## src/rtl/pchb_mux_select_arbiter.sv

```systemverilog
// Round-robin, packet-locked arbiter that drives the dual-rail SELECT token of a
// two-input PCHB mux and runs the four-phase SELECT/SELECTe handshake against it.
module pchb_mux_select_arbiter #(
  parameter int SYNC_STAGES = 2,
  parameter int ACK_TIMEOUT = 1024,
  parameter int TO_W        = 16
) (
  input  logic       CLK,
  input  logic       RESETn,
  input  logic [1:0] REQ,
  input  logic [1:0] TAIL,
  input  logic       SELECTe,
  output logic [1:0] SELECT,
  output logic [1:0] GRANT,
  output logic       DONE,
  output logic       LOCKED,
  output logic       ERR
);

  typedef enum logic [1:0] {
    IDLE  = 2'd0,
    ISSUE = 2'd1,
    RTZ   = 2'd2
  } state_t;

  state_t                 state_reg, state_next;
  logic [SYNC_STAGES-1:0] sync_reg;
  logic                   ack_s;
  logic [1:0]             select_reg, select_next;
  logic [1:0]             grant_reg, grant_next;
  logic                   done_reg, done_next;
  logic                   locked_reg, locked_next;
  logic                   err_reg, err_next;
  logic                   last_winner_reg, last_winner_next;
  logic                   owner_reg, owner_next;
  logic                   winner_reg, winner_next;
  logic                   tail_q_reg, tail_q_next;
  logic [TO_W-1:0]        to_cnt_reg, to_cnt_next;
  logic                   win_valid;
  logic                   win_idx;

  // SELECTe is asynchronous to CLK; only the last synchronizer stage is trusted.
  always_ff @(posedge CLK or negedge RESETn) begin
    if (!RESETn) begin
      sync_reg <= '0;
    end else begin
      sync_reg <= {sync_reg[SYNC_STAGES-2:0], SELECTe};
    end
  end

  assign ack_s = sync_reg[SYNC_STAGES-1];

  // A locked owner is the only candidate; otherwise contention alternates.
  always_comb begin
    win_valid = 1'b0;
    win_idx   = 1'b0;
    if (locked_reg) begin
      win_valid = REQ[owner_reg];
      win_idx   = owner_reg;
    end else begin
      case (REQ)
        2'b01: begin
          win_valid = 1'b1;
          win_idx   = 1'b0;
        end
        2'b10: begin
          win_valid = 1'b1;
          win_idx   = 1'b1;
        end
        2'b11: begin
          win_valid = 1'b1;
          win_idx   = ~last_winner_reg;
        end
        default: begin
          win_valid = 1'b0;
          win_idx   = 1'b0;
        end
      endcase
    end
  end

  always_comb begin
    state_next       = state_reg;
    select_next      = select_reg;
    grant_next       = grant_reg;
    done_next        = 1'b0;
    locked_next      = locked_reg;
    err_next         = err_reg;
    last_winner_next = last_winner_reg;
    owner_next       = owner_reg;
    winner_next      = winner_reg;
    tail_q_next      = tail_q_reg;
    to_cnt_next      = to_cnt_reg;

    case (state_reg)
      IDLE: begin
        if (ack_s && win_valid) begin
          state_next  = ISSUE;
          select_next = win_idx ? 2'b10 : 2'b01;
          grant_next  = win_idx ? 2'b10 : 2'b01;
          winner_next = win_idx;
          tail_q_next = TAIL[win_idx];
        end
      end
      ISSUE: begin
        if (!ack_s) begin
          state_next  = RTZ;
          select_next = 2'b00;
          done_next   = 1'b1;
        end
      end
      RTZ: begin
        if (ack_s) begin
          state_next = IDLE;
          if (tail_q_reg) begin
            locked_next      = 1'b0;
            grant_next       = 2'b00;
            last_winner_next = winner_reg;
          end else begin
            locked_next = 1'b1;
            owner_next  = winner_reg;
          end
        end
      end
      default: begin
        state_next  = IDLE;
        select_next = 2'b00;
      end
    endcase

    // Phase watchdog: flags a stuck mux but never aborts the handshake.
    if (state_next != state_reg) begin
      to_cnt_next = '0;
    end else if (state_reg != IDLE && to_cnt_reg != '1) begin
      to_cnt_next = to_cnt_reg + 1'b1;
    end
    if (ACK_TIMEOUT != 0 && to_cnt_next == TO_W'(ACK_TIMEOUT)) begin
      err_next = 1'b1;
    end
  end

  always_ff @(posedge CLK or negedge RESETn) begin
    if (!RESETn) begin
      state_reg       <= IDLE;
      select_reg      <= 2'b00;
      grant_reg       <= 2'b00;
      done_reg        <= 1'b0;
      locked_reg      <= 1'b0;
      err_reg         <= 1'b0;
      last_winner_reg <= 1'b1;
      owner_reg       <= 1'b0;
      winner_reg      <= 1'b0;
      tail_q_reg      <= 1'b0;
      to_cnt_reg      <= '0;
    end else begin
      state_reg       <= state_next;
      select_reg      <= select_next;
      grant_reg       <= grant_next;
      done_reg        <= done_next;
      locked_reg      <= locked_next;
      err_reg         <= err_next;
      last_winner_reg <= last_winner_next;
      owner_reg       <= owner_next;
      winner_reg      <= winner_next;
      tail_q_reg      <= tail_q_next;
      to_cnt_reg      <= to_cnt_next;
    end
  end

  assign SELECT = select_reg;
  assign GRANT  = grant_reg;
  assign DONE   = done_reg;
  assign LOCKED = locked_reg;
  assign ERR    = err_reg;

endmodule
```

## config.mk

```make
export PLATFORM = sky130hd
export DESIGN_NAME = pchb_mux_select_arbiter
export DESIGN_NICKNAME = d
export VERILOG_FILES = /design/src/rtl/pchb_mux_select_arbiter.sv
export SDC_FILE = /design/constraint.sdc
export NUM_CORES = 1
export LEC_CHECK = 0
export ABC_AREA = 0
export BUFFER_PORTS_ARGS = -buffer_cell sky130_fd_sc_hd__buf_2
export CORE_UTILIZATION = 51
export DETAILED_ROUTE_END_ITERATION = 7
export HOLD_SLACK_MARGIN = 0.06
export PLACE_DENSITY = 0.7
export RECOVER_POWER = 100
export SYNTH_ARGS = -nofsm -noshare
export SYNTH_HDL_FRONTEND = slang
export SYNTH_SLANG_ARGS = --single-unit
export TNS_END_PERCENT = 20
```

## constraint.sdc

```tcl
create_clock -name CLK -period 2.6 [get_ports CLK]
set_input_delay 0.26 -clock CLK [delete_from_list [all_inputs] [get_ports CLK]]
set_output_delay 0.26 -clock CLK [all_outputs]
set_load 0.03 [all_outputs]
```

==> results.yml <==
flow_run:
  max_cap_violations: 1
timing:
  maxSlewHeadroom_pct: -6.60
  setup_viol_count_final: 0
  hold_viol_final: 0
  skew_ps: 10.0
  rsz0062_at_grt: "false"
  drv_slew: 32
  timing.final.crit_share_pct: 91.1
  finalSetupTns_ps: 0
  fmax_mhz: 422
  worst_slew_pin_slew_ps: 1600
  fin_crit_ps: 2370
global_route:
  grt_pass1_vias: 1400
  overflow: 0
  grt_max_degree: 32
  grt.total_usage_pct: 24.1
  grt_pass1_wl_microns: 6180
  grt_antenna_before_repair: 0
power_and_ir_drop:
  p_clk_share_pct: 19.1
  ir_drop_v: 0.000545
  power.internal_w: 0.000857
  power_frac_seq_pct: 47.2
  powerDensity_nw_per_um2: 760
  switching_share_pct: 40.0
  power_frac_comb_pct: 33.7
  p_leak_nw: 0.767
  p_sw_w: 0.000571
cts:
  post_cts_buffers: 0
  hold_buffers: 2
  cts-resized-gates: 0
  clockBufferDepth: 2
  clock_latency_ps: 330
  clk_pin_slew_ps: 100
  clock-sinks: 31
  cts_made_buffers: 5
  cts_tree: "yes"
  htreeDepth: 2
  clock-root-buffer: "clkbuf_4"
detailed_routing:
  ant_nets: 0
  drtIter0Drc: 62
  via_count: 1419
  drt-total-wl_microns: 3500
  vias_per_cell: 5.68
  dr.pass1.iters: 4
  drc: 0
  wl_per_cell_microns: 14.0
finish:
  multiInputGateArea_sq_um: 852
  seqCellArea_sq_um: 777
  n_antenna_cell: 0
  largest_reg_flops: 16
  fin_cells: 250
  fillers: 284
  drive_gt1_share_pct: 12.6
  area_delta_synth_final_pct: 11.4
  nets: 213
floorplanning:
  dieArea_sq_um: 3540
  coreArea_sq_um: 3100
  fp-row-count: 20
  fp.dieW_microns: 59.5
  start_util_pct: 54.4
  die_h_microns: 59.5
  ioPinCount: 14
critical_path:
  critPathCapture: "ERR$_DFFE_PN0N_"
  r2r_slack_ps: 230
  reg2regPathDepth: 6
  crit_path_end_kind: "flip-flop"
  r2r-start: "to_cnt_reg[3]$_DFF_PN0_"
  critPathMaxFanout: 7
  cp-start-kind: "flip-flop"
  crit_type: "flip-flop to flip-flop"
  critPathRequiredTime_ps: 2840
  arrival_ps: 2610
  reg2reg_to: "ERR$_DFFE_PN0N_"
  crit_path_start: "to_cnt_reg[3]$_DFF_PN0_"
status:
  status: "finished, violations left"
  violations: "max-capacitance violations, max-slew violations"
synthesis:
  yosysWarningCount: 0
  ys_types: 39
  synth_area_per_cell_sq_um: 9.22
  seq_area_frac_synth_pct: 46.0
  netlist_instances: 183
  synth_area_sq_um: 1690
  synth_ff_type: "dfrtp_1"
  async_reset_ff_share_pct: 100
  ys_ff_latch: 31
  synth_edf_count: 0
  synth_nets: 191
place:
  placed_cells: 240
  routabilityCongestion: 0.926
  post-dp-hpwl_microns: 2630
  port_buffers: 13
worst_hold_path:
  min_path_type: "primary input to flip-flop"
power by group through the flow:
stage               Sequential, W  Clock, W  Combinational (W)
floorplan                0.000717         0           0.000303
global placement         0.000674         0           0.000491
detailed placement       0.000679         0           0.000506
CTS                      0.000671  0.000287           0.000510
global route             0.000688  0.000308           0.000545
finish                   0.000674  0.000274           0.000481
final cells by class:
class / instances / area share (%)
clock buffer: 5 / 2.00
clock inverter: 3 / 1.06
inverter: 8 / 1.60
multi-input combinational: 138 / 45.3
sequential: 31 / 41.3
tap: 44 / 2.93
timing repair buffer: 21 / 5.79
stage by stage:
stage                     power (W)  area [sq um]  hold slack [ps]  utilization, %  worst slack [ps]
after floorplan             0.00102          1690            -35.6               -               504
after global placement      0.00116          1830              328            58.9               318
after detailed placement    0.00118          1830              340            58.9               293
after CTS                   0.00147          1910              204            61.4               283
after global routing        0.00154          1880              235            60.6              87.4
final                       0.00143          1880              219            60.6               230
layer usage:
metal	vias up	GRT usage [%]	wire length [microns]
li1	701	-	-
met1	675	30.1	1670
met2	34	37.7	1600
met3	9	6.55	137
met4	0	13.3	89
met5	-	0	0
cells in the final DEF, fill, tap and decap left out, types with 4 or more instances in the layout:
master    netlist  layout
a21oi_1        10      10
buf_2           2       5
clkbuf_1        4      11
clkbuf_4        0       5
dfrtp_1        30      30
inv_1           8       8
nand2_1        20      20
nand3_1         5       5
nor2_1         21      21
nor3_1         11      11
o21ai_0         8       8
or3_1           4       4
or4_1           3       4
xnor2_1         9       9
xor2_1          4       4
Yosys cell counts (all sizes together) (5+ instances only):
| master | count | area share, % |
|---|---|---|
| dfrtp | 30 | 44 |
| nor2 | 21 | 4.7 |
| nand2 | 20 | 4.4 |
| nor3 | 12 | 3.9 |
| a21oi | 10 | 3.0 |
| xnor2 | 9 | 4.7 |
| inv | 8 | 1.8 |
| o21ai | 8 | 2.4 |
| nand3 | 5 | 1.5 |
worst min path at each step:
stage               cells past startpoint  startpoint  slack [ps]                       to
global route                            3     TAIL[1]         240   tail_q_reg$_DFFE_PN0P_
floorplan                               0      RESETn         -40           DONE$_DFF_PN0_
finish                                  3     TAIL[1]         220   tail_q_reg$_DFFE_PN0P_
CTS                                     3     TAIL[1]         200   tail_q_reg$_DFFE_PN0P_
detailed placement                      1      RESETn         340  to_cnt_reg[2]$_DFF_PN0_
global placement                        1      RESETn         330  to_cnt_reg[2]$_DFF_PN0_
worst max-delay path: stages (launching register included):
cell and delay [ps]:
dfrtp_1 530, nand4_4 180, or3_1 350, or4_1 610, nor3_2 180, o22ai_1 120
o41ai_2 310
logic make-up (layout without fill, tap and decap cells):
logic type	count (synthesis)	in the layout	share of synthesized area (%)
fa+ha+maj	1	1	0.741
xor+xnor	13	13	6.75
compound gates	36	36	14.5
simple gates	83	83	25.6
buf+inv	14	37	3.26
mux	5	5	3.11
flops	31	31	46.0
(Power assumes the default switching activity.)
